File: src/rtl/adc_acq_pkg.sv
// Shared definitions for the ADC acquisition sequencer: FSM encoding,
// trigger register offsets and table-entry field positions.
package adc_acq_pkg;

  localparam logic [2:0] S_IDLE   = 3'd0;
  localparam logic [2:0] S_LOAD   = 3'd1;
  localparam logic [2:0] S_WR_DIV = 3'd2;
  localparam logic [2:0] S_WR_AVG = 3'd3;
  localparam logic [2:0] S_WR_CFG = 3'd4;
  localparam logic [2:0] S_RUN    = 3'd5;
  localparam logic [2:0] S_NEXT   = 3'd6;
  localparam logic [2:0] S_DRAIN  = 3'd7;

  localparam logic [31:0] OFF_CFG = 32'h100;
  localparam logic [31:0] OFF_DIV = 32'h104;
  localparam logic [31:0] OFF_AVG = 32'h108;

  // bit1 = start, bit0 = 0 selects one-shot mode
  localparam logic [31:0] CFG_START_WORD = 32'h2;

  localparam int ENT_DIV_LSB = 0;
  localparam int ENT_DIV_MSB = 31;
  localparam int ENT_AVG_LSB = 32;
  localparam int ENT_AVG_MSB = 47;
  localparam int ENT_BLK_LSB = 48;
  localparam int ENT_BLK_MSB = 63;

  function automatic logic is_wr_state(input logic [2:0] s);
    return (s == S_WR_DIV) || (s == S_WR_AVG) || (s == S_WR_CFG);
  endfunction

endpackage

File: src/rtl/axil_single_writer.sv
// Single AXI4-Lite write master: launches one AW/W pair on req, drops each
// valid on its own handshake, raises bready once both have completed and
// reports ack (and err on a non-OKAY response) when the response is taken.
// While drain is high no new write is launched; an outstanding one finishes.
module axil_single_writer (
  input  logic        aclk,
  input  logic        aresetn,
  input  logic        req,
  input  logic [31:0] addr,
  input  logic [31:0] data,
  input  logic        drain,
  output logic        ack,
  output logic        err,
  output logic [31:0] m_axi_awaddr,
  output logic        m_axi_awvalid,
  input  logic        m_axi_awready,
  output logic [31:0] m_axi_wdata,
  output logic        m_axi_wvalid,
  input  logic        m_axi_wready,
  input  logic [1:0]  m_axi_bresp,
  input  logic        m_axi_bvalid,
  output logic        m_axi_bready
);

  logic        awv_q, awv_d, wv_q, wv_d, bready_q, bready_d, pend_q, pend_d;
  logic [31:0] addr_q, addr_d, data_q, data_d;

  assign ack = bready_q && m_axi_bvalid;
  assign err = ack && (m_axi_bresp != 2'b00);

  // Handshake bookkeeping; a new request may overlap the response cycle.
  always_comb begin
    awv_d    = awv_q;
    wv_d     = wv_q;
    bready_d = bready_q;
    pend_d   = pend_q;
    addr_d   = addr_q;
    data_d   = data_q;
    if (awv_q && m_axi_awready) awv_d = 1'b0;
    if (wv_q && m_axi_wready)   wv_d  = 1'b0;
    if (pend_q && !awv_q && !wv_q) bready_d = 1'b1;
    if (ack) begin
      bready_d = 1'b0;
      pend_d   = 1'b0;
    end
    if (req && !drain && (!pend_q || ack)) begin
      awv_d  = 1'b1;
      wv_d   = 1'b1;
      pend_d = 1'b1;
      addr_d = addr;
      data_d = data;
    end
  end

  // Channel state registers
  always_ff @(posedge aclk or negedge aresetn) begin
    if (!aresetn) begin
      awv_q    <= 1'b0;
      wv_q     <= 1'b0;
      bready_q <= 1'b0;
      pend_q   <= 1'b0;
      addr_q   <= '0;
      data_q   <= '0;
    end else begin
      awv_q    <= awv_d;
      wv_q     <= wv_d;
      bready_q <= bready_d;
      pend_q   <= pend_d;
      addr_q   <= addr_d;
      data_q   <= data_d;
    end
  end

  assign m_axi_awaddr  = addr_q;
  assign m_axi_awvalid = awv_q;
  assign m_axi_wdata   = data_q;
  assign m_axi_wvalid  = wv_q;
  assign m_axi_bready  = bready_q;

endmodule

File: src/rtl/adc_acq_sequencer.sv
// ADC acquisition sequencer: walks a table of {divider, averages, blocks}
// entries and programs the trigger block over AXI4-Lite, re-arming a one-shot
// run once per DMA block and counting last pulses.
// Optional macro ACQ_SEQ_TIMEOUT_EN adds a RUN-state watchdog.
module adc_acq_sequencer
  import adc_acq_pkg::*;
#(
  parameter int          DEPTH     = 8,
  parameter logic [31:0] TRIG_BASE = 32'h4000_0000
`ifdef ACQ_SEQ_TIMEOUT_EN
  , parameter int unsigned TIMEOUT_CYCLES = 50_000_000
`endif
) (
  input  logic                     aclk,
  input  logic                     aresetn,
  input  logic                     tbl_wr_en,
  input  logic [$clog2(DEPTH)-1:0] tbl_wr_idx,
  input  logic [63:0]              tbl_wr_data,
  input  logic [$clog2(DEPTH):0]   num_entries,
  input  logic                     loop_en,
  input  logic                     start,
  input  logic                     abort,
  input  logic                     last,
  output logic                     busy,
  output logic                     done,
  output logic                     error,
  output logic [$clog2(DEPTH)-1:0] cur_idx,
  output logic [15:0]              blocks_done,
  output logic [31:0]              m_axi_awaddr,
  output logic [2:0]               m_axi_awprot,
  output logic                     m_axi_awvalid,
  input  logic                     m_axi_awready,
  output logic [31:0]              m_axi_wdata,
  output logic [3:0]               m_axi_wstrb,
  output logic                     m_axi_wvalid,
  input  logic                     m_axi_wready,
  input  logic [1:0]               m_axi_bresp,
  input  logic                     m_axi_bvalid,
  output logic                     m_axi_bready
);

  localparam int IW = $clog2(DEPTH);

  logic [2:0]    state_q, state_d;
  logic [IW-1:0] idx_q, idx_d;
  logic [IW:0]   num_q, num_d, idx_inc;
  logic          loop_q, loop_d, busy_q, busy_d, done_q, done_d, err_q, err_d;
  logic [63:0]   ent_q, ent_d;
  logic [15:0]   bd_q, bd_d;
  logic [63:0]   tbl_q [DEPTH];
  logic          wr_req, wr_ack, wr_err;
  logic [31:0]   wr_addr, wr_data;
`ifdef ACQ_SEQ_TIMEOUT_EN
  logic [31:0]   wd_q, wd_d;
`endif

  assign idx_inc = {1'b0, idx_q} + (IW+1)'(1);

  // Entry table: writable only while no sequence is active
  always_ff @(posedge aclk) begin
    if (tbl_wr_en && !busy_q) tbl_q[tbl_wr_idx] <= tbl_wr_data;
  end

  // Sequencer next-state logic
  always_comb begin
    state_d = state_q;
    idx_d   = idx_q;
    num_d   = num_q;
    loop_d  = loop_q;
    ent_d   = ent_q;
    bd_d    = bd_q;
    busy_d  = busy_q;
    done_d  = 1'b0;
    err_d   = err_q;
`ifdef ACQ_SEQ_TIMEOUT_EN
    wd_d = (state_q == S_RUN && !last) ? wd_q + 32'd1 : 32'd0;
`endif
    case (state_q)
      S_IDLE: begin
        // busy lingers for the done cycle so it falls one cycle after done
        if (busy_q) busy_d = 1'b0;
        else if (start && !abort) begin
          if (num_entries == '0) done_d = 1'b1;
          else begin
            err_d   = 1'b0;
            idx_d   = '0;
            busy_d  = 1'b1;
            num_d   = num_entries;
            loop_d  = loop_en;
            state_d = S_LOAD;
          end
        end
      end
      S_LOAD: begin
        if (abort) begin
          state_d = S_IDLE;
          busy_d  = 1'b0;
        end else begin
          ent_d   = tbl_q[idx_q];
          bd_d    = '0;
          state_d = (ent_d[ENT_BLK_MSB:ENT_BLK_LSB] == 16'd0) ? S_NEXT : S_WR_DIV;
        end
      end
      S_WR_DIV, S_WR_AVG, S_WR_CFG: begin
        if (wr_ack) begin
          if (wr_err || abort) begin
            err_d   = err_q | wr_err;
            state_d = S_IDLE;
            busy_d  = 1'b0;
          end else if (state_q == S_WR_DIV) state_d = S_WR_AVG;
          else if (state_q == S_WR_AVG)     state_d = S_WR_CFG;
          else                              state_d = S_RUN;
        end else if (abort) state_d = S_DRAIN;
      end
      S_RUN: begin
        if (last) bd_d = bd_q + 16'd1;
        if (abort) begin
          state_d = S_IDLE;
          busy_d  = 1'b0;
        end else if (last) begin
          state_d = (bd_d < ent_q[ENT_BLK_MSB:ENT_BLK_LSB]) ? S_WR_CFG : S_NEXT;
        end
`ifdef ACQ_SEQ_TIMEOUT_EN
        else if (wd_d >= 32'(TIMEOUT_CYCLES)) begin
          err_d   = 1'b1;
          state_d = S_IDLE;
          busy_d  = 1'b0;
        end
`endif
      end
      S_NEXT: begin
        if (abort) begin
          state_d = S_IDLE;
          busy_d  = 1'b0;
        end else begin
          idx_d   = idx_inc[IW-1:0];
          state_d = S_LOAD;
          if (idx_inc == num_q) begin
            if (loop_q) idx_d = '0;
            else begin
              done_d  = 1'b1;
              state_d = S_IDLE;
            end
          end
        end
      end
      S_DRAIN: begin
        if (wr_ack) begin
          state_d = S_IDLE;
          busy_d  = 1'b0;
        end
      end
      default: state_d = S_IDLE;
    endcase
  end

  // A write is launched on every entry into a WR_* state
  always_comb begin
    wr_req  = is_wr_state(state_d) && (state_d != state_q);
    wr_addr = TRIG_BASE + OFF_CFG;
    wr_data = CFG_START_WORD;
    if (state_d == S_WR_DIV) begin
      wr_addr = TRIG_BASE + OFF_DIV;
      wr_data = ent_d[ENT_DIV_MSB:ENT_DIV_LSB];
    end else if (state_d == S_WR_AVG) begin
      wr_addr = TRIG_BASE + OFF_AVG;
      wr_data = {16'd0, ent_d[ENT_AVG_MSB:ENT_AVG_LSB]};
    end
  end

  // Sequencer state registers
  always_ff @(posedge aclk or negedge aresetn) begin
    if (!aresetn) begin
      state_q <= S_IDLE;
      idx_q   <= '0;
      num_q   <= '0;
      loop_q  <= 1'b0;
      ent_q   <= '0;
      bd_q    <= '0;
      busy_q  <= 1'b0;
      done_q  <= 1'b0;
      err_q   <= 1'b0;
    end else begin
      state_q <= state_d;
      idx_q   <= idx_d;
      num_q   <= num_d;
      loop_q  <= loop_d;
      ent_q   <= ent_d;
      bd_q    <= bd_d;
      busy_q  <= busy_d;
      done_q  <= done_d;
      err_q   <= err_d;
    end
  end

`ifdef ACQ_SEQ_TIMEOUT_EN
  // Watchdog counter, cleared outside RUN and on each last
  always_ff @(posedge aclk or negedge aresetn) begin
    if (!aresetn) wd_q <= '0;
    else          wd_q <= wd_d;
  end
`endif

  axil_single_writer u_wr (
    .aclk          (aclk),
    .aresetn       (aresetn),
    .req           (wr_req),
    .addr          (wr_addr),
    .data          (wr_data),
    .drain         (state_q == S_DRAIN),
    .ack           (wr_ack),
    .err           (wr_err),
    .m_axi_awaddr  (m_axi_awaddr),
    .m_axi_awvalid (m_axi_awvalid),
    .m_axi_awready (m_axi_awready),
    .m_axi_wdata   (m_axi_wdata),
    .m_axi_wvalid  (m_axi_wvalid),
    .m_axi_wready  (m_axi_wready),
    .m_axi_bresp   (m_axi_bresp),
    .m_axi_bvalid  (m_axi_bvalid),
    .m_axi_bready  (m_axi_bready)
  );

  assign busy         = busy_q;
  assign done         = done_q;
  assign error        = err_q;
  assign cur_idx      = idx_q;
  assign blocks_done  = bd_q;
  assign m_axi_awprot = 3'b000;
  assign m_axi_wstrb  = 4'hF;

endmodule

File: config.mk
export PLATFORM = sky130hd
export DESIGN_NAME = adc_acq_sequencer
export DESIGN_NICKNAME = d
export VERILOG_FILES = /design/src/rtl/adc_acq_pkg.sv /design/src/rtl/axil_single_writer.sv /design/src/rtl/adc_acq_sequencer.sv
export SDC_FILE = /design/constraint.sdc
export NUM_CORES = 1
export LEC_CHECK = 0
export CAP_MARGIN = 20
export CELL_PAD_IN_SITES_DETAIL_PLACEMENT = 1
export CELL_PAD_IN_SITES_GLOBAL_PLACEMENT = 1
export CORE_ASPECT_RATIO = 1.4
export CORE_MARGIN = 8
export CORE_UTILIZATION = 57
export CTS_BUF_LIST = sky130_fd_sc_hd__clkbuf_4
export DETAILED_ROUTE_END_ITERATION = 10
export GPL_TIMING_DRIVEN = 0
export MAX_ROUTING_LAYER = met4
export PLACE_DENSITY_LB_ADDON = 0.1
export SLEW_MARGIN = 20
export SYNTH_ARGS = -nofsm -noshare
export SYNTH_HDL_FRONTEND = slang
export SYNTH_HIERARCHICAL = 1
export SYNTH_SLANG_ARGS = --single-unit
File: constraint.sdc
create_clock -name aclk -period 12.6 [get_ports aclk]
set_clock_uncertainty 0.2 [all_clocks]
set_input_delay 3.78 -clock aclk [delete_from_list [all_inputs] [get_ports aclk]]
set_output_delay 3.78 -clock aclk [all_outputs]
set_load 0.005 [all_outputs]
# == After elaboration in Yosys (flattened, before gate mapping) ==
# Memories as Yosys holds them, arrays and structs flattened.
# Index checks and enable logic that the tools add are counted.
# word_totals
ff_bits,162
mem_bits_rw,512
in_bits,83
out_inout_bits,96
word_cells,150
mem_count,1
# memory_table
memory,depth,width,read_ports,rd_clocked_by_memory_dff,wr,line,source
tbl_q,8,64,1,0,1,adc_acq_sequencer.sv:50,logic [63:0] tbl_q [DEPTH];
# op_classes
n_addsub,2
n_lt_le_gt_ge,1
eq_ne,21
muxes,65
bitwise,4
n_reduce_logical,40
# op_table
operator,count
48-bit 2-to-1 mux,2
16-bit 2-to-1 mux,4
3-bit 2-to-1 mux,18
32-bit 2-to-1 mux,1
16-bit case mux with 2 select lines,1
1-bit 2-to-1 mux,31
3-bit case mux with 6 select lines,1
"16-bit by 1-bit adder with 16-bit output, second input constant",1
16-bit logical NOT,1
16-bit < comparator,1
2-bit nonzero test,8
"3-bit == test, second input constant",5
"2-bit != test, second input constant",7
"3-bit by 2-bit == test with 1-bit output, second input constant",4
1-bit logical AND,11
4-bit 2-to-1 mux,2
4-bit AND reduction,2
1-bit logical NOT,6
3-bit case mux with 2 select lines,1
6-bit AND reduction,1
3-bit OR reduction,2
5-bit AND reduction,1
"3-bit by 1-bit adder with 4-bit output, second input constant",1
4-bit == test,1
12 further kinds,20

# == Depth between registers and ports, before layout ==
# depth
ltp_word,15
mapped_depth,20
depth_no_buf,18

# == By module ==
# Netlist, hierarchy kept.
# modules_own_cells
module,instances,cells_per_inst,area_each_um2,seq_area_each_um2
adc_acq_sequencer,1,1382,24459.7,17727.0
axil_single_writer,1,154,2723.9,1701.6

# == Worst setup path after synthesis ==
# No wires, ideal clock.
# synth_timing
path_type,input -> register
startpoint,input tbl_wr_idx[0]
endpoint,"memory tbl_q[4][0], enable pin"
setup_ns,0.651
t_arrival_ns,10.059
required_ns,11.749
setup_slack_ns,1.690
path_stages,1
n_path_buf,0
path_cell_list,nor4_1
# synth_rtl
item,line,source
start: declaration,adc_acq_sequencer.sv:17,"input logic [$clog2(DEPTH)-1:0] tbl_wr_idx,"
end: declaration,adc_acq_sequencer.sv:50,
# No word-level cell before the write port.

# == Worst setup path after layout ==
# layout_timing
startpoint,input last
endpoint,register u_wr.data_q[22] (netlist: u_wr/m_axi_wdata[22])
# layout_via
elab_chain_cells,13
word_cells_on_any_way,17
cone_classes,order compare: 1; eq/ne: 4; mux: 7; reduce/logical: 5
# layout_lines
item,line,source
start: declaration,adc_acq_sequencer.sv:23,"input logic last,"
16-bit 2-to-1 mux,adc_acq_sequencer.sv:116,if (last) bd_d = bd_q + 16'd1;
16-bit 2-to-1 mux,adc_acq_sequencer.sv:78,case (state_q)
16-bit < comparator,adc_acq_sequencer.sv:121,state_d = (bd_d < ent_q[ENT_BLK_MSB:ENT_BLK_LSB]) ? S_WR_CFG : S_NEXT;
2-bit 2-to-1 mux,adc_acq_sequencer.sv:121,
3-bit 2-to-1 mux (*),adc_acq_sequencer.sv:120,end else if (last) begin
3-bit 2-to-1 mux (*),adc_acq_sequencer.sv:117,if (abort) begin
3-bit case mux with 6 select lines (*),adc_acq_sequencer.sv:78,
via state_d[1],adc_acq_sequencer.sv:44,"logic [2:0] state_q, state_d;"
3-bit by 2-bit == test with 1-bit output,adc_acq_pkg.sv:29,return (s == S_WR_DIV) || (s == S_WR_AVG) || (s == S_WR_CFG);
1-bit logical OR (2 in series),adc_acq_pkg.sv:29,
1-bit logical AND (*),adc_acq_sequencer.sv:159,wr_req = is_wr_state(state_d) && (state_d != state_q);
via wr_req,adc_acq_sequencer.sv:51,"logic wr_req, wr_ack, wr_err;"
1-bit logical AND (*) (2 in series),axil_single_writer.sv:46,if (req && !drain && (!pend_q || ack)) begin
end signal: assignment,axil_single_writer.sv:70,data_q <= data_d;
end: declaration,axil_single_writer.sv:26,"logic [31:0] addr_q, addr_d, data_q, data_d;"
# The timed path passes the listed nets; every way through them passes the cells marked *. The select of a mux whose other input is x is not followed.
# A chain may end at the register's enable or synchronous reset.

==> metrics.md <==
| Metric | Value |
|---|---|
| Outcome | `finished, final reports clean` |
| # fillers | `4129` |
| Die width | `200.6 um` |
| Crit path largest cell delay | `550 ps` |
| Final min period | `8108 ps` |
| Final Util | `69.47%` |
| DP Wirelength | `51690 um` |
| DRC | `0` |
| Clock transition at the registers of the reported paths | `70 ps` |
| Syn Std Cell Area | `0.02718 sq mm` |
| GRT Overall Usage | `28.76%` |
| Max Cap Viol | `0` |
| Wire per inst | `28.18 um` |
| Worst reg2reg endpoint | `u_wr/m_axi_wdata[22]` |
| Clock sinks | `674` |
| CP max-delay cell | `nor3_1` |
| Final period util | `64.35%` |
| CTS Buf Count | `159` |
| Root Driver | `clkbuf_4` |
| Final Net Count | `2067` |
| Fraction of registers with async set/reset | `24.04%` |
| Maximum clock frequency | `123.3 MHz` |
| FF-to-FF setup slack | `7510 ps` |
| First-pass GRT wire length | `114200 um` |
| EDFF count, synth | `512` |
| Synth Instances | `1536` |
| Sequential fraction of the synthesis area | `71.47%` |
| Die area | `0.05503 sq mm` |
| Worst Setup Path Type | `primary input to flop` |
| Pins Over Slew Limit | `0` |
| Vias in the first global route | `18004` |
| Crit path capture type | `flop` |
| Drt total wl | `76970 um` |
| # hold bufs at CTS | `0` |
| Fin. Hold Viols | `0` |
| Peak VDD IR | `158.2 uV` |
| Cell row count | `94` |
| Slew @ Worst Pin | `895.8 ps` |
| Hold WS | `283.8 ps` |
| Critical Path RT | `13140 ps` |
| Gpl congestion | `0.8207` |
| FF+latch count, synth | `674` |
| Clk buf depth | `3` |
| Initial Util | `57.78%` |
| Commonest non-fill, non-tap cells in the layout | `512 x edfxtp_1, 238 x clkbuf_4, 170 x clkdlybuf4s50_1` |
| Unrepaired setup endpoints after global routing | `no` |
| Worst r2r src | `blocks_done[0]` |
| Setup ws final | `4492 ps` |
| Post-synth cell types | `72` |
| Detailed-router iteration count before antenna repair | `5` |
| Pre-CTS setup slack | `3622 ps` |
| Total power | `0.006695 W` |
| DR vias/cell | `5.992` |
| Crit-path cells | `clkdlybuf4s50_1, clkbuf_8, nand4_1, nor3_1, nand3_1, nor2_1, xor2_1, ha_1, and4_1, o211ai_1, o211ai_1, a41o_2, nand2_4, o211ai_1, nand2b_1, a21oi_4, buf_6, buf_12, mux2_4` |
| Largest net degree at the start of global routing | `90` |
| CP most frequent cell | `o211ai_1` |
| 1st-iter DRT viols | `1245` |
| Setup crit end | `u_wr/m_axi_wdata[22]` |
| Core area | `0.04705 sq mm` |
| H-tree depth | `4` |
| Synth Flop Type | `edfxtp_1` |
| IO buf count | `171` |
| Crit Path Max Fanout | `10` |
| Final setup violation count | `0` |
| Critical path arrival | `8650 ps` |
| I/O Pins | `179` |
| Grt total ovfl | `0` |
| Initial antenna violation count | `9` |
| Post_cts resized | `0` |
| Yosys warns | `6` |
| Syn Area/Cell | `17.70 sq um` |
| Clk_lat worst skew | `910 ps` |
| Die Ht | `274.4 um` |
| Worst slew margin | `39.95%` |
| Critical Path Source Type | `primary input` |
| Final ANT Viol Nets | `0` |
| Pwr Density | `204.8 mW/mm^2` |
| Setup Fix Bufs, Post-CTS | `0` |
| Syn-to-layout area delta | `20.22%` |
| Leak | `12.02 nW` |
| Fraction of layout cells with a size suffix above 1 | `27.42%` |
| CTS tree | `done` |
| Critical Path Source | `last` |
| Worst hold path class | `flop to flop` |
| Via Count | `16365` |
| R2R depth | `19` |
| Most common cell after layout, fill and taps aside | `edfxtp_1` |
-- state kept, by name, indices dropped and copies added (netlist names), 3 cells and up --
signal             flops
blocks_done           16
state_q                3
num_q                  4
u_wr/m_axi_wdata      32
u_wr/m_axi_awaddr     32
tbl_q                512
cur_idx                3
ent_q                 64
-- power by group --
group	leakage, nW	internal, W	switching [W]	total, W
Clock	1.25	0.000930	0.000884	0.00181
Sequential	6.61	0.00268	0.000146	0.00282
Combinational	4.16	0.000969	0.00109	0.00206
-- final cells by class --
class                           instances  area, sq um  area share, %
Sequential cell                       674        19430          59.45
Multi-Input combinational cell        781         7197          22.02
Timing Repair Buffer                  235         2430          7.435
Clock buffer                          238         1787          5.467
Tap cell                              624        780.7          2.389
Buffer                                 89        636.9          1.949
Clock inverter                         53        295.3         0.9035
Inverter                               27        101.3         0.3101
Antenna cell                           10        25.02        0.07657
-- layer usage --
metal | up-vias | global-route usage, % | wire, um
met2 | 722 | 50.22 | 41350
met3 | 174 | 5.823 | 4531
met4 | 0 | 13.17 | 2908
met1 | 8585 | 31.64 | 28180
met5 | - | - | 0
li1 | 6884 | - | -
-- per-stage QoR --
stage	cells	cell area [sq um]	TNS, ps
finish	2731	32680	0
global route	2730	32680	0
CTS	2721	32660	0
detailed placement	2430	30570	0
global placement	2366	29810	-799040
floorplan	1571	27310	0
-- critical path, delay by kind of cell --
family	cells	cell delay, ps
and+or+nand+nor	7	1850
AOI/OAI and AO/OA	5	1160
buffers and inverters	4	1110
muxes	1	320
adders and majority gates	1	300
xor gates and xnor gates	1	110
-- synthesized netlist by cell type (12+ instances only) --
cell        n  area (sq um)
a21oi_1    14         70.07
a31oi_1    63         394.1
buf_2      19         95.09
buf_4      12         90.09
clkbuf_1   35         131.4
dfrtp_1   162          4054
edfxtp_1  512         15370
ha_1       17         212.7
inv_1      26         97.59
mux2_2     27         304.0
mux2_4     30         450.4
mux2i_1    20         200.2
mux4_1     22         578.1
mux4_2    106          2387
nand2_1   158         593.1
nand3_1    15         75.07
nor2_1    101         379.1
nor2b_1    13         81.33
o21ai_0    26         130.1
-- kinds of logic after synthesis --
logic type,after synthesis,synth area share [%]
AO/OA/AOI/OAI,150,3.793
XOR/XNOR,17,0.5477
adder cells (fa/ha/maj),17,0.7825
buffers and inverters,116,2.716
flip-flops,674,71.47
multiplexers,213,14.75
other,2,0.02763
AND/OR/NAND/NOR,347,5.910
-- how the worst min path moves through the flow --
stage | start | endpoint | cells past startpoint
2_1_floorplan | ent_q[52] | ent_q[52] | 1
3_3_place_gp | u_wr/m_axi_awaddr[8] | u_wr/m_axi_awaddr[8] | 1
3_5_place_dp | u_wr/m_axi_awaddr[9] | u_wr/m_axi_awaddr[9] | 1
4_1_cts | u_wr/m_axi_awaddr[9] | u_wr/m_axi_awaddr[9] | 1
5_1_grt | u_wr/m_axi_awaddr[4] | u_wr/m_axi_awaddr[4] | 1
6_report | u_wr/m_axi_awaddr[9] | u_wr/m_axi_awaddr[9] | 1
(Power assumes the default switching activity.)
